[src/rtl/uart_arb_pkg.sv]
// Shared types and constants for the two-source buart transmit arbiter.
package uart_arb_pkg;

    typedef enum logic [2:0] {
        IDLE,
        ISSUE,
        GUARD,
        DRAIN,
        HOLD
    } arb_state_t;

    localparam logic [1:0] OWN_NONE = 2'b00;
    localparam logic [1:0] OWN_REQ0 = 2'b01;
    localparam logic [1:0] OWN_REQ1 = 2'b10;

    localparam logic [7:0] LINE_TERM_DEFAULT = 8'h0A;

endpackage

[src/rtl/byte_fifo.sv]
// Small synchronous byte FIFO with read/write pointers and an occupancy count.
module byte_fifo #(
    parameter int DEPTH = 4
) (
    input  logic       clk,
    input  logic       rst,
    input  logic       push,
    input  logic [7:0] din,
    input  logic       pop,
    output logic [7:0] head,
    output logic       empty,
    output logic       full
);

    localparam int AW = $clog2(DEPTH);
    localparam logic [AW:0] FULL_COUNT = DEPTH[AW:0];

    logic [7:0]    mem [DEPTH];
    logic [AW-1:0] wr_ptr;
    logic [AW-1:0] rd_ptr;
    logic [AW:0]   count;
    logic          do_push;
    logic          do_pop;

    assign do_push = push & ~full;
    assign do_pop  = pop & ~empty;

    always_ff @(posedge clk) begin
        if (rst) begin
            wr_ptr <= '0;
            rd_ptr <= '0;
            count  <= '0;
        end else begin
            if (do_push) wr_ptr <= wr_ptr + 1'b1;
            if (do_pop)  rd_ptr <= rd_ptr + 1'b1;
            // Simultaneous push and pop leaves the occupancy unchanged.
            case ({do_push, do_pop})
                2'b10:   count <= count + 1'b1;
                2'b01:   count <= count - 1'b1;
                default: count <= count;
            endcase
        end
    end

    always_ff @(posedge clk) begin
        if (do_push) mem[wr_ptr] <= din;
    end

    assign head  = mem[rd_ptr];
    assign empty = (count == '0);
    assign full  = (count == FULL_COUNT);

endmodule

[src/rtl/uart_tx_arb.sv]
// Shares one buart transmitter between two byte sources, holding ownership for a
// whole text line so lines never interleave; idle owners lose the lock on timeout.
module uart_tx_arb
    import uart_arb_pkg::*;
#(
    parameter int          FIFO_DEPTH   = 4,
    parameter logic [7:0]  LINE_TERM    = LINE_TERM_DEFAULT,
    parameter logic [15:0] LOCK_TIMEOUT = 16'd1200
) (
    input  logic       clk,
    input  logic       rst,
    input  logic [7:0] req0_data,
    input  logic       req0_valid,
    output logic       req0_ready,
    input  logic [7:0] req1_data,
    input  logic       req1_valid,
    output logic       req1_ready,
    input  logic       uart_busy,
    output logic [7:0] tx_data,
    output logic       tx_wr,
    output logic [1:0] owner
);

    arb_state_t  state, next_state;
    logic [1:0]  owner_q, owner_next;
    logic [1:0]  last_owner, last_owner_next;
    logic [15:0] idle_cnt, cnt_next;
    logic        is_term;
    logic        tx_wr_q;
    logic [7:0]  tx_data_q;
    logic        load_issue;
    logic [7:0]  issue_byte;

    logic [7:0]  head0, head1;
    logic        empty0, empty1, full0, full1;
    logic        pop0, pop1;
    logic        own_empty;

    assign req0_ready = ~full0 & ~rst;
    assign req1_ready = ~full1 & ~rst;

    assign pop0 = (state == ISSUE) && (owner_q == OWN_REQ0) && !rst;
    assign pop1 = (state == ISSUE) && (owner_q == OWN_REQ1) && !rst;

    byte_fifo #(.DEPTH(FIFO_DEPTH)) u_fifo0 (
        .clk   (clk),
        .rst   (rst),
        .push  (req0_valid & req0_ready),
        .din   (req0_data),
        .pop   (pop0),
        .head  (head0),
        .empty (empty0),
        .full  (full0)
    );

    byte_fifo #(.DEPTH(FIFO_DEPTH)) u_fifo1 (
        .clk   (clk),
        .rst   (rst),
        .push  (req1_valid & req1_ready),
        .din   (req1_data),
        .pop   (pop1),
        .head  (head1),
        .empty (empty1),
        .full  (full1)
    );

    assign own_empty  = (owner_q == OWN_REQ1) ? empty1 : empty0;
    assign issue_byte = (owner_next == OWN_REQ1) ? head1 : head0;

    always_comb begin
        next_state      = state;
        owner_next      = owner_q;
        last_owner_next = last_owner;
        cnt_next        = idle_cnt;
        load_issue      = 1'b0;
        case (state)
            IDLE: begin
                // Round-robin on a tie: the requester that did not own last wins.
                if (!empty0 && (empty1 || last_owner == OWN_REQ1)) begin
                    owner_next = OWN_REQ0;
                    load_issue = 1'b1;
                    next_state = ISSUE;
                end else if (!empty1) begin
                    owner_next = OWN_REQ1;
                    load_issue = 1'b1;
                    next_state = ISSUE;
                end
            end
            ISSUE: next_state = GUARD;
            // buart raises busy one cycle after wr, so busy is not trusted here.
            GUARD: next_state = DRAIN;
            DRAIN: begin
                if (!uart_busy) begin
                    if (is_term) begin
                        last_owner_next = owner_q;
                        owner_next      = OWN_NONE;
                        next_state      = IDLE;
                    end else if (!own_empty) begin
                        load_issue = 1'b1;
                        next_state = ISSUE;
                    end else begin
                        cnt_next   = '0;
                        next_state = HOLD;
                    end
                end
            end
            HOLD: begin
                if (!own_empty) begin
                    load_issue = 1'b1;
                    next_state = ISSUE;
                end else if (idle_cnt == LOCK_TIMEOUT - 16'd1) begin
                    last_owner_next = owner_q;
                    owner_next      = OWN_NONE;
                    next_state      = IDLE;
                end else begin
                    cnt_next = idle_cnt + 16'd1;
                end
            end
            default: next_state = IDLE;
        endcase
    end

    always_ff @(posedge clk) begin
        if (rst) begin
            state      <= IDLE;
            owner_q    <= OWN_NONE;
            last_owner <= OWN_REQ1;
            idle_cnt   <= '0;
            is_term    <= 1'b0;
            tx_wr_q    <= 1'b0;
            tx_data_q  <= 8'h00;
        end else begin
            state      <= next_state;
            owner_q    <= owner_next;
            last_owner <= last_owner_next;
            idle_cnt   <= cnt_next;
            tx_wr_q    <= load_issue;
            if (load_issue) tx_data_q <= issue_byte;
            if (state == ISSUE) is_term <= (tx_data_q == LINE_TERM);
        end
    end

    // Reset arriving during ISSUE kills the strobe in that same cycle.
    assign tx_wr   = tx_wr_q & ~rst;
    assign tx_data = tx_data_q;
    assign owner   = owner_q;

endmodule

[config.mk]
export PLATFORM = sky130hd
export DESIGN_NAME = uart_tx_arb
export DESIGN_NICKNAME = d
export VERILOG_FILES = /design/src/rtl/uart_arb_pkg.sv /design/src/rtl/byte_fifo.sv /design/src/rtl/uart_tx_arb.sv
export SDC_FILE = /design/constraint.sdc
export NUM_CORES = 1
export LEC_CHECK = 0
export CAP_MARGIN = 20
export CORE_MARGIN = 2
export CORE_UTILIZATION = 40
export CTS_CLUSTER_DIAMETER = 40
export DETAILED_ROUTE_END_ITERATION = 10
export SLEW_MARGIN = 20
export SYNTH_ARGS = -nofsm -noshare
export SYNTH_HDL_FRONTEND = slang
export SYNTH_SLANG_ARGS = --single-unit
[constraint.sdc]
create_clock -name clk -period 3.3 [get_ports clk]
set_input_delay 0.99 -clock clk [delete_from_list [all_inputs] [get_ports clk]]
set_output_delay 0.99 -clock clk [all_outputs]
set_load 0.02 [all_outputs]
==> impl_metrics.env, run 1 <==
export IMPL_status="complete, no violations"
export IMPL_ctsLongestPathBuffers=2
export IMPL_cts_buffers=17
export IMPL_routed_wirelength_um=9160
export IMPL_hold_path_class="reg2reg"
export IMPL_postRouteAntennaNets=0
export IMPL_first_iter_violations=143
export IMPL_rsz0062_at_grt="no"
export IMPL_hold_ws_ns=0.492
export IMPL_tightest_slew_ns=0.721
export IMPL_antenna_found_initial=0
export IMPL_htree_levels=4
export IMPL_ys_types=55
export IMPL_fin_area_um2=6110
export IMPL_start_util=0.411
export IMPL_avgSynthCellArea_um2=13.3
export IMPL_utilization=0.509
export IMPL_path_class="reg2reg"
export IMPL_synth_async_reset_ratio=0
export IMPL_fin_nets=467
export IMPL_yosys_area_top_type="edfxtp_1"
export IMPL_worst_path_max_fanout=7
export IMPL_synth_xor_xnor_area_share=0.0444
export IMPL_synth_most_common_cell="edfxtp_1"
export IMPL_portBuffers=33
export IMPL_dp_slack_ns=-0.286
export IMPL_num_io_pins=34
export IMPL_postSynthCellCount=372
export IMPL_cts_tree="done"
export IMPL_fmax_mhz=337
export IMPL_drc=0
export IMPL_ir_drop_v=0.000307
export IMPL_powerDensity_nw_per_um2=617
export IMPL_path_clk_slew_ns=0.05
export IMPL_routedWlPerCell_um=15.4
export IMPL_synth_edff_count=64
export IMPL_synth_mux_area_frac=0.0811
export IMPL_cts_setup_buffers=0
export IMPL_path_buf_inv=2
export IMPL_ys_ff_latch=115
export IMPL_core_area_um2=12000
export IMPL_ys_seq_area_frac=0.596
export IMPL_synth_simple_area_share=0.135
export IMPL_clk_latency_ns=0.41
export IMPL_grt_overflow=0
export IMPL_synthAdderAreaFrac=0.0360
export IMPL_synth_compound_area_frac=0.0852
export IMPL_ys_top_cells_by_count="64 x edfxtp_1, 51 x dfxtp_1, 40 x nor2_1"
export IMPL_skew_ns=0.00877
export IMPL_synth_top_family_by_area="simple AND/OR/NAND/NOR gates"
export IMPL_grt_pass1_vias=3056
export IMPL_vias_per_cell=5.12
export IMPL_rows=40
export IMPL_vias=3039
export IMPL_ys_warn_count=0
export IMPL_dieHeight_um=115
export IMPL_synth_top_area_frac=0.389
export IMPL_critPathTopFamily="simple AND/OR/NAND/NOR gates"
export IMPL_synth_flop_cell="edfxtp_1"
export IMPL_p_leak_nw=2.17
export IMPL_critPathMaxStageDelay_ns=0.52
export IMPL_maxCapViolCount=0
export IMPL_final_cells=593
export IMPL_cp_required_ns=3.64
export IMPL_dr_pass1_iters=4
export IMPL_crit_path_cell_trace="or3b_2 -> or2_2 -> nor4b_1 -> buf_4 -> ha_1 -> inv_1 -> fa_1 -> xor2_1 -> or3_1 -> a21oi_1"
export IMPL_root_buffer="clkbuf_16"
export IMPL_fin_crit_sh=0.900
export IMPL_die_w_um=115
export IMPL_synth_area_um2=4940
export IMPL_drive_gt1_frac=0.206
export IMPL_cts_num_sinks=115
export IMPL_ctsHoldBuffers=0
export IMPL_synth_nets=406
export IMPL_ys_top_cells_by_area="edfxtp_1 39%, dfxtp_1 21%, mux4_2 7.3%"
export IMPL_fin_crit_ns=2.97
export IMPL_slew_violations=0
export IMPL_dpl_hpwl_um=6290
export IMPL_grt_pass1_wl_um=15000
export IMPL_cp_arrival_ns=3.31
export IMPL_area_delta_synth_final_pct=23.8
export IMPL_grt_max_degree=18
export IMPL_maxSlewHeadroom=0.515
export IMPL_cp_start_kind="flip-flop"
export IMPL_dpl_cell_area_um2=5540
export IMPL_setup_viol=0
export IMPL_die_area_um2=13200
export IMPL_critPathSlowestCell="or3b_2"
export IMPL_hold_viol_final=0
export IMPL_place_gp_congestion=0.779
export IMPL_diodes=0
export IMPL_crit_path_end_kind="flip-flop"
export IMPL_setup_ws_ns=0.331
export IMPL_dp_cells=561
export IMPL_grtUsageTotal=0.151
## worst paths after layout
check,endpoint,start,slack (ns),cells past startpoint
max,u_fifo0.count[2],state[0],0.33,10
min,tx_data[7],tx_data[7],0.49,2
max reg2reg,u_fifo0.count[2],state[0],0.33,10
min reg2reg,tx_data[7],tx_data[7],0.49,2
## cell families (layout without fill, tap and decap cells)
logic type / after synthesis / after routing
flops: 115 / 115
xor+xnor: 25 / 25
fa+ha+maj: 13 / 13
mux: 20 / 20
buf+inv: 25 / 99
compound gates: 50 / 50
simple gates: 124 / 124
## worst min-delay path: stages (launching register included)
cell and delay [ns]:
dfxtp_1 0.34, nand2_1 0.07, o211ai_2 0.05
## area by class of cell
cell class | instances | area [µm²]
Fill cell | 1037 | 5900
Multi-Input combinational cell | 232 | 1890
Inverter | 15 | 56.3
Timing Repair Buffer | 52 | 468
Sequential cell | 115 | 2940
Clock inverter | 14 | 139
Clock buffer | 18 | 429
Tap cell | 147 | 184
## placed cells by master, fill, tap and decap left out, types with 6 or more instances in the layout
cell type        instances
a21oi_1                  8
buf_4                   19
xnor2_1                  6
dfxtp_1                 51
inv_1                   15
clkdlybuf4s50_1         29
nor3_1                   6
o211ai_2                 8
nand3_1                  6
nand2_1                 30
ha_1                    11
and3_1                  10
nor2_1                  40
o311ai_0                 8
edfxtp_1                64
o21ai_0                  8
xor2_1                  19
clkbuf_16               17
mux4_2                  16
## registers in the layout, summed over array words and instances (netlist names), 3 cells and up, named ones only
name	count
state	3
idle_cnt	16
u_fifo1.count	3
tx_data	8
u_fifo0.count	3
u_fifo1.mem	32
u_fifo0.mem	32
## per-layer routing
layer,global-route usage,up-vias,part of all wire
met5,0,-,0
met4,0.0627,0,0.019
met3,0.0427,15,0.036
met2,0.243,52,0.48
met1,0.192,1466,0.47
li1,-,1506,-
## repair_timing
action,in CTS,in global routing
gates resized for setup,4,4
pin swaps,0,0
hold endpoints to repair,0,0
setup endpoints to repair,3,2
gates cloned,0,0
## report_power, final
| group | switching, mW | internal (mW) | leakage (nW) |
|---|---|---|---|
| Clock | 0.635 | 1.10 | 0.279 |
| Sequential | 0.0490 | 1.57 | 0.995 |
| Combinational | 0.226 | 0.179 | 0.892 |
| Total | 0.910 | 2.86 | 2.17 |
## through the flow
| stage | total power [mW] | setup TNS [ns] |
|---|---|---|
| after detailed placement | 2.06 | -1.09 |
| after CTS | 3.81 | 0 |
| after floorplan | 1.89 | 0 |
| after global placement | 2.06 | -1.04 |
| final | 3.77 | 0 |
| after global routing | 3.92 | 0 |
Note: power is estimated with default switching activity, not from simulation.
==> run 2, diff against run 1 <==
GPL_TIMING_DRIVEN = 0   (was not set)
SYNTH_HIERARCHICAL = 1   (was not set)
==> run 2 against run 1 <==
Net effect: global-route usage increased by 0.17 points; flip-flop and latch count stayed put; hold slack worse by 0.030 ns; clock-buffer cell count is 1 lower; combinational power fell by 17%; synthesized area up 0.43%; fmax is 4.2% lower; clock skew is essentially flat; critical endpoint is now req0_ready; largest power group unchanged.
==> impl_metrics.env, run 2 <==
export IMPL_hold_path_class="reg2reg"
export IMPL_tns_ns=0
export IMPL_final_cell_mix="64 x edfxtp_1, 51 x dfxtp_1, 40 x nor2_1, 30 x clkdlybuf4s50_1, 18 x inv_1"
export IMPL_powerDensity_nw_per_um2=617
export IMPL_drc=0
export IMPL_postRouteAntennaNets=0
export IMPL_portBuffers=33
export IMPL_die_area_um2=13300
export IMPL_avgSynthCellArea_um2=13.0
export IMPL_synth_area_um2=4960
export IMPL_drive_gt1_frac=0.152
export IMPL_slew_violations=0
export IMPL_postSynthCellCount=381
export IMPL_layout_commonest_cell="edfxtp_1"
export IMPL_cp_required_ns=2.31
export IMPL_clk_latency_ns=0.41
export IMPL_skew_ns=0.00898
export IMPL_setup_ws_ns=0.200
export IMPL_antenna_found_initial=0
export IMPL_cp_arrival_ns=2.11
export IMPL_fin_area_um2=6090
export IMPL_first_iter_violations=162
export IMPL_synth_nets=415
export IMPL_htree_levels=4
export IMPL_fin_crit_sh=0.939
export IMPL_vias=3074
export IMPL_rows=40
export IMPL_area_delta_synth_final_pct=22.9
export IMPL_grt_pass1_vias=3018
export IMPL_dpl_cell_area_um2=5500
export IMPL_yosys_area_top_type="edfxtp_1"
export IMPL_maxSlewHeadroom=0.584
export IMPL_rsz0062_at_grt="no"
export IMPL_routedWlPerCell_um=14.9
export IMPL_cp_start_kind="input pin"
export IMPL_ys_top_cells_by_count="64 x edfxtp_1, 51 x dfxtp_1, 40 x nor2_1"
export IMPL_maxCapViolCount=0
export IMPL_hold_ws_ns=0.462
export IMPL_synth_most_common_cell="edfxtp_1"
export IMPL_ys_types=54
export IMPL_cts_num_sinks=115
export IMPL_dp_slack_ns=-0.729
export IMPL_tightest_slew_ns=0.607
export IMPL_dpl_hpwl_um=6340
export IMPL_ctsHoldBuffers=0
export IMPL_diodes=0
export IMPL_biggestRegsByFlops="u_fifo0/mem: 32 flops, u_fifo1/mem: 32 flops, idle_cnt: 16 flops"
export IMPL_place_gp_congestion=0.822
export IMPL_root_buffer="clkbuf_16"
export IMPL_routed_wirelength_um=9160
export IMPL_synth_async_reset_ratio=0
export IMPL_path_class="in2out"
export IMPL_path_clk_slew_ns=0.06
export IMPL_ir_drop_v=0.000423
export IMPL_grt_pass1_wl_um=15100
export IMPL_start_util=0.411
export IMPL_synth_flop_cell="edfxtp_1"
export IMPL_hold_viol_final=0
export IMPL_p_leak_nw=2.10
export IMPL_die_w_um=115
export IMPL_ys_ff_latch=115
export IMPL_ctsLongestPathBuffers=2
export IMPL_vias_per_cell=5.01
export IMPL_worst_path_max_fanout=8
export IMPL_fin_nets=467
export IMPL_num_io_pins=34
export IMPL_cts_buffers=17
export IMPL_dieHeight_um=115
export IMPL_synth_top_area_frac=0.388
export IMPL_fmax_mhz=323
export IMPL_dr_pass1_iters=4
export IMPL_grt_max_degree=17
export IMPL_grtUsageTotal=0.152
export IMPL_ys_top_cells_by_area="edfxtp_1 39%, dfxtp_1 21%, mux4_2 7.3%"
export IMPL_fin_crit_ns=3.10
export IMPL_grt_overflow=0
export IMPL_core_area_um2=12100
export IMPL_setup_viol=0
export IMPL_cts_tree="done"
export IMPL_ys_seq_area_frac=0.594
export IMPL_crit_path_end_kind="output pin"
export IMPL_ys_warn_count=6
export IMPL_synth_edff_count=64
export IMPL_status="complete, no violations"
export IMPL_utilization=0.505
## run 2: what timing repair did
action	CTS	global route
gates resized for setup	5	0
setup buffers	0	0
endpoints found under the setup margin	6	0
## run 2: per-stage QoR
stage          power [mW]  instances
6_report             3.76        614
3_5_place_dp         1.97        582
5_1_grt              3.91        614
2_1_floorplan        1.83        381
3_3_place_gp         1.96        582
4_1_cts              3.80        614
## run 2: logic make-up (layout without fill, tap and decap cells)
| family | after synthesis | count (layout) | synth area share |
|---|---|---|---|
| AO/OA/AOI/OAI | 48 | 48 | 0.0694 |
| multiplexers | 30 | 30 | 0.101 |
| AND/OR/NAND/NOR | 123 | 123 | 0.140 |
| buffers and inverters | 33 | 98 | 0.0257 |
| flip-flops | 115 | 115 | 0.594 |
| XOR/XNOR | 19 | 19 | 0.0336 |
| adder cells (fa/ha/maj) | 13 | 13 | 0.0358 |
## run 2: power breakdown
group / internal (mW) / switching, mW / leakage, nW / total (mW)
logic: 0.151 / 0.184 / 0.822 / 0.335
registers: 1.56 / 0.0389 / 0.995 / 1.60
clock network: 1.13 / 0.694 / 0.287 / 1.82
## run 2: worst paths after layout
path | startpoint | end | slack, ns | depth (start not counted)
worst max-delay path | rst | req0_ready | 0.20 | 3
worst min-delay path | last_owner[1] | last_owner[1] | 0.46 | 1
worst max register to register | state[2] | u_fifo0/count[2] | 0.46 | 13
worst min register to register | last_owner[1] | last_owner[1] | 0.46 | 1
## run 2: layout make-up
type,instances,area [µm²]
Buffer,14,60.1
Sequential cell,115,2940
Timing Repair Buffer,33,327
Multi-Input combinational cell,233,1890
Inverter,19,71.3
Clock buffer,17,425
Clock inverter,15,170
Tap cell,168,210
Fill cell,1054,5970
## run 2: routing by layer
| layer | vias to the layer above | GRT usage | part of all wire |
|---|---|---|---|
| li1 | 1507 | - | - |
| met1 | 1507 | 0.193 | 0.46 |
| met2 | 47 | 0.242 | 0.49 |
| met3 | 13 | 0.0474 | 0.035 |
| met4 | 0 | 0.0659 | 0.018 |
| met5 | - | 0 | 0 |
## run 2: critical path, stage by stage
cell and delay [ns]:
dlygate4sd2_1 0.34, nor2_1 0.16, clkdlybuf4s50_1 0.62
==> run 3, diff against run 2 <==
CORE_MARGIN = not set   (was 2)
==> run 3 against run 2 <==
Net effect: sequential power about the same; die area fell by 3.4%; final cell count unchanged; critical endpoint unchanged.
==> impl_metrics.env, run 3 (synthesis results as in run 2) <==
export IMPL_cts_setup_buffers=0
export IMPL_die_area_um2=12800
export IMPL_grt_busiest_layer="met2"
export IMPL_met1_usage=0.188
export IMPL_dp_slack_ns=-0.697
export IMPL_dpl_hpwl_um=6520
export IMPL_core_area_um2=12100
export IMPL_powerDensity_nw_per_um2=616
export IMPL_finalPower_mw=3.75
export IMPL_ir_drop_v=0.000290
export IMPL_ctsHoldBuffers=0
export IMPL_utilization=0.505
export IMPL_routedWlPerCell_um=15.0
export IMPL_portBuffers=33
export IMPL_r2r_setup_slack_ns=0.51
export IMPL_grt_pass1_vias=3172
export IMPL_dieHeight_um=113
export IMPL_dr_pass1_iters=4
export IMPL_path_clk_slew_ns=0.05
export IMPL_clk_latency_ns=0.40
export IMPL_rsz0062_at_grt="no"
export IMPL_drc=0
export IMPL_maxSlewHeadroom=0.623
export IMPL_final_cells=614
export IMPL_grtUsageTotal=0.162
export IMPL_diodes=0
export IMPL_grt_use_met2=0.278
export IMPL_fin_crit_ns=3.10
export IMPL_path_buf_inv=2
export IMPL_worstSetupEndpoint="req0_ready"
export IMPL_layout_commonest_cell="edfxtp_1"
export IMPL_vias_per_cell=5.01
export IMPL_cts_tree="done"
export IMPL_die_w_um=113
export IMPL_cts_buffers=17
export IMPL_grt_max_degree=17
export IMPL_fin_area_um2=6100
export IMPL_biggestRegsByFlops="u_fifo0/mem: 32 flops, u_fifo1/mem: 32 flops, idle_cnt: 16 flops"
export IMPL_tns_ns=0
export IMPL_crit_path_end_kind="output pin"
export IMPL_cts_num_sinks=115
export IMPL_routed_wirelength_um=9240
export IMPL_ctsLongestPathBuffers=2
export IMPL_critPathMaxStageDelay_ns=0.61
export IMPL_hold_viol_final=0
export IMPL_dpl_cell_area_um2=5500
export IMPL_critPathTopFamily="buffers and inverters"
export IMPL_r2r_cells=13
export IMPL_postRouteAntennaNets=0
export IMPL_fin_crit_sh=0.938
export IMPL_hold_ws_ns=0.461
export IMPL_fin_nets=467
export IMPL_path_class="in2out"
export IMPL_setup_ws_ns=0.203
export IMPL_vias=3074
export IMPL_tightest_slew_ns=0.563
export IMPL_place_gp_congestion=0.753
export IMPL_slew_violations=0
export IMPL_antenna_found_initial=0
export IMPL_r2r_start="state[2]"
export IMPL_drive_gt1_frac=0.148
export IMPL_hold_start="last_owner[1]"
export IMPL_p_leak_nw=2.10
export IMPL_cp_arrival_ns=2.11
export IMPL_setup_viol=0
export IMPL_cp_start_kind="input pin"
export IMPL_grt_overflow=0
export IMPL_rows=40
export IMPL_path_depth=3
export IMPL_status="complete, no violations"
export IMPL_htree_levels=4
export IMPL_start_util=0.411
export IMPL_crit_path_cell_trace="dlygate4sd2_1 -> nor2_1 -> clkdlybuf4s50_1"
export IMPL_first_iter_violations=208
export IMPL_root_buffer="clkbuf_16"
export IMPL_final_cell_mix="64 x edfxtp_1, 51 x dfxtp_1, 40 x nor2_1, 30 x clkdlybuf4s50_1, 18 x inv_1"
export IMPL_fmax_mhz=323
export IMPL_maxCapViolCount=0
export IMPL_cp_required_ns=2.31
export IMPL_critPathSlowestCell="clkdlybuf4s50_1"
export IMPL_use_met3=0.0568
export IMPL_hold_path_class="reg2reg"
export IMPL_skew_ns=0.00771
export IMPL_crit_start="rst"
export IMPL_worst_path_max_fanout=8
export IMPL_dp_cells=582
export IMPL_grt_pass1_wl_um=15500
export IMPL_area_delta_synth_final_pct=23.0
export IMPL_num_io_pins=34
export IMPL_rr_endpoint="u_fifo0/count[2]"
==> run 3: worst min-delay path by stage <==
stage | endpoint | cells past startpoint
floorplan | last_owner[1] | 1
global placement | last_owner[1] | 1
detailed placement | last_owner[1] | 1
CTS | last_owner[1] | 1
global route | last_owner[1] | 1
finish | last_owner[1] | 1
==> run 3: final cells by class <==
class | count | area (µm²)
clock inverters | 13 | 161
plain buffers | 14 | 60.1
well taps | 168 | 210
inverters | 19 | 71.3
repair buffers | 33 | 327
clock buffers | 19 | 433
fillers | 1070 | 5960
flip-flops and latches | 115 | 2940
multi-input cells | 233 | 1890
==> run 3: report_power, final <==
part	switching, mW	internal, mW
logic	0.184	0.151
registers	0.0399	1.56
clock network	0.633	1.18
==> run 3: metal layers <==
| layer | up-vias | wire [µm] |
|---|---|---|
| met5 | - | 0 |
| li1 | 1504 | - |
| met1 | 1523 | 4100 |
| met3 | 9 | 280 |
| met2 | 38 | 4760 |
| met4 | 0 | 90 |
==> run 3: repair_timing <==
item / CTS / global route
gates resized for setup: 5 / 1
endpoints found under the hold margin: 0 / 0
setup endpoints to repair: 6 / 1
